==> config.mk <==
export PLATFORM = sky130hd
export DESIGN_NAME = bmem_line_adapter_flat
export DESIGN_NICKNAME = d
export VERILOG_FILES = /design/src/rtl/bmem_pkg.sv /design/src/rtl/bmem_line_adapter_if.sv /design/src/rtl/line_req_slot.sv /design/src/rtl/bmem_line_adapter.sv /design/src/flat_wrapper.sv
export SDC_FILE = /design/constraint.sdc
export NUM_CORES = 2
export LEC_CHECK = 0
export CAP_MARGIN = 20
export CORE_MARGIN = 4
export CORE_UTILIZATION = 35
export DETAILED_ROUTE_END_ITERATION = 12
export PLACE_DENSITY_LB_ADDON = 0.25
export SYNTH_ARGS = -nofsm -noshare
export SYNTH_HDL_FRONTEND = slang
export SYNTH_SLANG_ARGS = --single-unit
==> constraint.sdc <==
create_clock -name clk -period 7.1 [get_ports clk]
set_clock_uncertainty 0.05 [all_clocks]
set_input_delay 1.42 -clock clk [delete_from_list [all_inputs] [get_ports clk]]
set_output_delay 1.42 -clock clk [all_outputs]
set_load 0.01 [all_outputs]
==> src/rtl/bmem_pkg.sv <==
// Shared constants and types for the burst-memory line adapter.
// Line is BEATS x BEAT_W; addresses are line-aligned on OFFSET_BITS.
package bmem_pkg;
  localparam int BEAT_W = 64;
  localparam int BEATS = 4;
  localparam int LINE_W = BEAT_W * BEATS;
  localparam int ADDR_W = 32;
  localparam int OFFSET_BITS = 5;

  typedef enum logic [2:0] {
    IDLE,
    RD_ISSUE,
    RD_COLLECT,
    WR_BURST,
    RESP
  } adapter_state_t;

  typedef struct packed {
    logic [ADDR_W-1:0] addr;
    logic              is_write;
    logic [LINE_W-1:0] wdata;
  } line_req_t;

  localparam logic [ADDR_W-1:0] OFF_MASK =
    {{(ADDR_W-OFFSET_BITS){1'b0}}, {OFFSET_BITS{1'b1}}};

  function automatic logic [ADDR_W-1:0] line_align(
    input logic [ADDR_W-1:0] a
  );
    return a & ~OFF_MASK;
  endfunction
endpackage

==> src/rtl/bmem_line_adapter_if.sv <==
// Burst-memory port: one command/beat channel out, one beat channel back.
// master = adapter side, slave = memory side.
interface bmem_line_adapter_if;
  import bmem_pkg::*;

  logic [ADDR_W-1:0] bmem_addr;
  logic              bmem_read;
  logic              bmem_write;
  logic [BEAT_W-1:0] bmem_wdata;
  logic              bmem_ready;
  logic [ADDR_W-1:0] bmem_raddr;
  logic [BEAT_W-1:0] bmem_rdata;
  logic              bmem_rvalid;

  modport master (
    output bmem_addr, bmem_read, bmem_write, bmem_wdata,
    input  bmem_ready, bmem_raddr, bmem_rdata, bmem_rvalid
  );

  modport slave (
    input  bmem_addr, bmem_read, bmem_write, bmem_wdata,
    output bmem_ready, bmem_raddr, bmem_rdata, bmem_rvalid
  );
endinterface

==> src/rtl/line_req_slot.sv <==
// One-deep line request holding register.
// A push in the same cycle as a pop refills the slot.
module line_req_slot
  import bmem_pkg::*;
(
  input  logic      clk,
  input  logic      rst,
  input  logic      push,
  input  line_req_t req,
  input  logic      pop,
  output logic      full,
  output logic      empty,
  output line_req_t held
);
  always_ff @(posedge clk or negedge rst) begin
    if (!rst) begin
      full <= 1'b0;
      held <= '0;
    end else begin
      if (push) held <= req;
      if (push) full <= 1'b1;
      else if (pop) full <= 1'b0;
    end
  end

  assign empty = !full;
endmodule

==> src/rtl/bmem_line_adapter.sv <==
// Turns 256-bit line read/write pulses into 4-beat 64-bit bursts.
// RESP doubles as a dispatch point so a pending request starts at once.
module bmem_line_adapter
  import bmem_pkg::*;
(
  input  logic                clk,
  input  logic                rst,
  input  logic [ADDR_W-1:0]   req_addr,
  input  logic                req_read,
  input  logic                req_write,
  input  logic [LINE_W-1:0]   req_wdata,
  output logic [LINE_W-1:0]   line_rdata,
  output logic                line_rvalid,
  output logic                line_wdone,
  output logic                arb_ready,
  output logic                proto_err,
  bmem_line_adapter_if.master mem
);
  adapter_state_t state, state_nxt;
  line_req_t cur, incoming, next_req, held;
  logic [1:0] cnt;
  logic [LINE_W-1:0] rline;
  logic new_vld, free, slot_full, slot_empty;
  logic take_slot, dispatch, slot_push, drop;
  logic beat_hit, beat_bad;

  assign new_vld = req_read | req_write;
  assign incoming = '{
    addr: line_align(req_addr),
    is_write: req_write,
    wdata: req_wdata
  };

  assign free = (state == IDLE) || (state == RESP);
  assign take_slot = free && slot_full;
  assign dispatch = free && (slot_full || new_vld);
  assign next_req = take_slot ? held : incoming;
  assign slot_push = new_vld && (take_slot || (!free && slot_empty));
  assign drop = new_vld && !free && slot_full;

  // any returning beat that is not a tagged beat for the open read is bad
  assign beat_hit = (state == RD_COLLECT) && mem.bmem_rvalid
                 && (mem.bmem_raddr == cur.addr);
  assign beat_bad = mem.bmem_rvalid && !beat_hit;

  assign arb_ready = mem.bmem_ready;

  line_req_slot u_slot (
    .clk   (clk),
    .rst   (rst),
    .push  (slot_push),
    .req   (incoming),
    .pop   (take_slot),
    .full  (slot_full),
    .empty (slot_empty),
    .held  (held)
  );

  always_ff @(posedge clk or negedge rst) begin
    if (!rst) begin
      state <= IDLE;
      cur <= '0;
      cnt <= '0;
      rline <= '0;
      proto_err <= 1'b0;
    end else begin
      state <= state_nxt;
      if (dispatch) begin
        cur <= next_req;
        cnt <= '0;
      end else if (beat_hit || (state == WR_BURST && mem.bmem_ready)) begin
        cnt <= cnt + 2'd1;
      end
      if (beat_hit) rline[BEAT_W*cnt +: BEAT_W] <= mem.bmem_rdata;
      if ((req_read && req_write) || drop || beat_bad) proto_err <= 1'b1;
    end
  end

  always_comb begin
    state_nxt = state;
    mem.bmem_read = 1'b0;
    mem.bmem_write = 1'b0;
    mem.bmem_addr = '0;
    mem.bmem_wdata = '0;
    line_rvalid = 1'b0;
    line_wdone = 1'b0;
    line_rdata = '0;
    unique case (state)
      IDLE, RESP: begin
        if (state == RESP) begin
          line_wdone = cur.is_write;
          line_rvalid = !cur.is_write;
          if (!cur.is_write) line_rdata = rline;
        end
        state_nxt = IDLE;
        if (dispatch) state_nxt = next_req.is_write ? WR_BURST : RD_ISSUE;
      end
      RD_ISSUE: begin
        mem.bmem_read = 1'b1;
        mem.bmem_addr = cur.addr;
        if (mem.bmem_ready) state_nxt = RD_COLLECT;
      end
      RD_COLLECT: begin
        if (beat_hit && cnt == 2'd3) state_nxt = RESP;
      end
      WR_BURST: begin
        mem.bmem_write = 1'b1;
        mem.bmem_addr = cur.addr;
        mem.bmem_wdata = cur.wdata[BEAT_W*cnt +: BEAT_W];
        if (mem.bmem_ready && cnt == 2'd3) state_nxt = RESP;
      end
      default: state_nxt = IDLE;
    endcase
  end
endmodule

==> src/flat_wrapper.sv <==
// flat-port wrapper written by rule: the top's interface ports become plain ports
module bmem_line_adapter_flat import bmem_pkg::*;
  (clk, rst, req_addr, req_read, req_write, req_wdata, line_rdata, line_rvalid, line_wdone, arb_ready, proto_err, mem_bmem_addr, mem_bmem_read, mem_bmem_write, mem_bmem_wdata, mem_bmem_ready, mem_bmem_raddr, mem_bmem_rdata, mem_bmem_rvalid);
  bmem_line_adapter_if mem_i ();
  input  logic clk;
  input  logic rst;
  input  logic [ADDR_W-1:0] req_addr;
  input  logic req_read;
  input  logic req_write;
  input  logic [LINE_W-1:0] req_wdata;
  output logic [LINE_W-1:0] line_rdata;
  output logic line_rvalid;
  output logic line_wdone;
  output logic arb_ready;
  output logic proto_err;
  output wire logic [$bits(mem_i.bmem_addr)-1:0] mem_bmem_addr;
  output wire logic [$bits(mem_i.bmem_read)-1:0] mem_bmem_read;
  output wire logic [$bits(mem_i.bmem_write)-1:0] mem_bmem_write;
  output wire logic [$bits(mem_i.bmem_wdata)-1:0] mem_bmem_wdata;
  input wire logic [$bits(mem_i.bmem_ready)-1:0] mem_bmem_ready;
  input wire logic [$bits(mem_i.bmem_raddr)-1:0] mem_bmem_raddr;
  input wire logic [$bits(mem_i.bmem_rdata)-1:0] mem_bmem_rdata;
  input wire logic [$bits(mem_i.bmem_rvalid)-1:0] mem_bmem_rvalid;
  assign mem_bmem_addr = mem_i.bmem_addr;
  assign mem_bmem_read = mem_i.bmem_read;
  assign mem_bmem_write = mem_i.bmem_write;
  assign mem_bmem_wdata = mem_i.bmem_wdata;
  assign mem_i.bmem_ready = mem_bmem_ready;
  assign mem_i.bmem_raddr = mem_bmem_raddr;
  assign mem_i.bmem_rdata = mem_bmem_rdata;
  assign mem_i.bmem_rvalid = mem_bmem_rvalid;
  bmem_line_adapter u_core (.clk(clk), .rst(rst), .req_addr(req_addr), .req_read(req_read), .req_write(req_write), .req_wdata(req_wdata), .line_rdata(line_rdata), .line_rvalid(line_rvalid), .line_wdone(line_wdone), .arb_ready(arb_ready), .proto_err(proto_err), .mem(mem_i));
endmodule
==> impl_metrics.env <==
export IMPL_fin_util_pct=46.1
export IMPL_multiInputGateArea_sq_um=16100
export IMPL_tns_ps=0
export IMPL_crit_chain="buf_4 -> mux4_2 -> and3_1 -> clkdlybuf4s50_1"
export IMPL_postCtsHoldBufs=0
export IMPL_cts_resized=0
export IMPL_cts_buffers=96
export IMPL_dp_slack_ps=2560
export IMPL_power_density_nw_per_um2=272
export IMPL_clk_pin_slew_worst_paths_ps=60
export IMPL_worstMarginPinSlew_ps=1160
export IMPL_cellLeakagePower_nw=24.3
export IMPL_vias=27700
export IMPL_post_dp_cell_area_sq_um=47600
export IMPL_antenna_found_initial=43
export IMPL_layout_commonest_cell="dfrtp_1"
export IMPL_min_period_ps=5120
export IMPL_fill_cells=10300
export IMPL_max_cap_violations=0
export IMPL_final_max_slew_viol_count=0
export IMPL_setup_ws_ps=1980
export IMPL_fp_dieH_um=343
export IMPL_htreeDepth=3
export IMPL_dp_cells=5508
export IMPL_yosysWarnings=0
export IMPL_synth_cell_area_sq_um=39300
export IMPL_ant_nets=0
export IMPL_finalNonFillerCells=5707
export IMPL_seq_area_sq_um=20800
export IMPL_cp_required_ps=5630
export IMPL_yosysTopAreaCellShare_pct=53.0
export IMPL_clock_sinks=831
export IMPL_drt_total_wl_um=116000
export IMPL_finalInstanceArea_sq_um=51200
export IMPL_fp_coreArea_sq_um=111000
export IMPL_io_pins=748
export IMPL_ys_flop_type="dfrtp_1"
export IMPL_rsz0062_at_grt="false"
export IMPL_finalCritPeriodShare_pct=72.2
export IMPL_grt_total_usage_pct=19.3
export IMPL_cp_max_fo=40
export IMPL_crit_path_end_kind="output port"
export IMPL_routabilityCongestion=0.801
export IMPL_grt_max_degree=248
export IMPL_crit_type="reg2out"
export IMPL_synth_avg_cell_area_sq_um=11.2
export IMPL_grt_first_pass_wirelength_um=176000
export IMPL_async_flop_share_pct=100
export IMPL_slowest_delay_ps=1070
export IMPL_start_util_pct=35.4
export IMPL_synth_area_leaders="dfrtp_1 (53%), mux2i_1 (14%), mux2_2 (8.1%)"
export IMPL_drive_gt1_share_pct=13.6
export IMPL_place_hpwl_um=76300
export IMPL_routed_via_density=4.86
export IMPL_r2r_cells=6
export IMPL_final_cell_mix="dfrtp_1 (827), clkdlybuf4s50_1 (736), nand2_1 (548)"
export IMPL_status="completed"
export IMPL_critPathArrivalTime_ps=3650
export IMPL_ys_ff_latch=831
export IMPL_cts_root_buf="clkbuf_16"
export IMPL_grt_pass1_vias=28500
export IMPL_drc=0
export IMPL_nNetsFinal=4515
export IMPL_finalSetupViolations=0
export IMPL_synth_cells=3510
export IMPL_synth_edf_count=0
export IMPL_rows=122
export IMPL_numPortBuffers=737
export IMPL_drt_iter0_markers=1534
export IMPL_clk_path_buf_depth=3
export IMPL_hold_depth=2
export IMPL_cts_tree="yes"
export IMPL_crit_slowest_cell="dfrtp_4"
export IMPL_relSlewSlack_pct=22.5
export IMPL_yosysSeqAreaShare_pct=53.0
export IMPL_finalPower_mw=13.9
export IMPL_min_path_type="reg2reg"
export IMPL_first_pass_iters=5
export IMPL_ys_types=37
export IMPL_cts_setup_buffers=0
export IMPL_start_kind="flop"
export IMPL_clkLatencyLatePin_ps=670
export IMPL_syn_to_final_growth_pct=30.4
export IMPL_wire_per_inst_um=20.3
export IMPL_max_clock_freq_mhz=195
export IMPL_yosysTopAreaCell="dfrtp_1"
export IMPL_holdWs_ps=421
export IMPL_die_area_sq_um=118000
export IMPL_grt_ovfl_total=0
export IMPL_irDropWorstVdd_uv=212
export IMPL_die_x_um=343
export IMPL_finalHoldViolCount=0
synthesized netlist by cell type, types with 2 or more instances:
master,count
ha_1,7
or4_1,2
nor4_1,6
buf_1,9
dfrtp_1,831
and3_1,66
nand2_1,549
nand2_8,4
buf_12,24
and2_1,27
mux4_2,64
xnor2_1,4
nor3_1,260
mux2i_1,542
buf_4,6
xor2_1,23
inv_1,262
o21ai_0,286
nor2_1,7
clkbuf_1,228
buf_2,3
a21oi_1,2
mux2_2,284
routing by layer:
layer	wire length, um	global-route usage (%)	up-vias
met2	52800	30.4	723
met5	241	0	-
met1	50500	25.6	13700
met3	9310	6.13	196
met4	2960	5.58	40
li1	-	-	13100
sequential cells by signal (all words and copies together) (netlist names):
| signal | cells |
|---|---|
| u_core.cnt | 2 |
| u_core.cur | 284 |
| u_core.proto_err | 1 |
| u_core.rline | 256 |
| u_core.state | 3 |
| u_core.u_slot.full | 1 |
| u_core.u_slot.held | 284 |
layout make-up:
class,count,share of cell area [%]
Sequential cell,831,40.7
Multi-Input combinational cell,2150,31.5
Timing Repair Buffer,777,15.3
Clock buffer,138,5.57
Tap cell,1488,3.64
Inverter,262,1.92
Clock inverter,38,1.25
Antenna cell,23,0.112
cell families (layout without fill, tap and decap cells):
logic type / after synthesis / count (layout) / synth area share [%]
and+or+nand+nor: 926 / 926 / 10.6
muxes: 890 / 890 / 25.6
DFF: 831 / 831 / 53.0
buffers and inverters: 533 / 1215 / 6.18
AOI/OAI and AO/OA: 294 / 294 / 3.79
xor gates and xnor gates: 27 / 27 / 0.602
adders and majority gates: 8 / 8 / 0.249
other: 1 / 28 / 0.00955
critical path: cells and delay by family (launching register included):
| family | cells | cell delay, ps |
|---|---|---|
| AND/OR/NAND/NOR | 1 | 230 |
| buffers and inverters | 2 | 1040 |
| flip-flops | 1 | 1070 |
| multiplexers | 1 | 610 |
power by group:
group / total (mW) / switching, mW / internal [mW]
sequential: 6.55 / 0.674 / 5.87
combinational: 1.98 / 0.844 / 1.14
clock: 5.38 / 2.07 / 3.31
worst paths after layout:
| path | start | to | slack, ps |
|---|---|---|---|
| setup / recovery | u_core.cnt[0] | mem_bmem_wdata[62] | 1980 |
| hold / removal | u_core.cur[120] | u_core.cur[120] | 420 |
| setup reg to reg | u_core.cnt[0] | u_core.rline[208] | 3290 |
| hold reg to reg | u_core.cur[120] | u_core.cur[120] | 420 |
| max in group asynchronous | rst | u_core.u_slot.held[214] | 4670 |
| min in group asynchronous | rst | u_core.rline[242] | 650 |
Note: power is estimated with default switching activity, not from simulation.
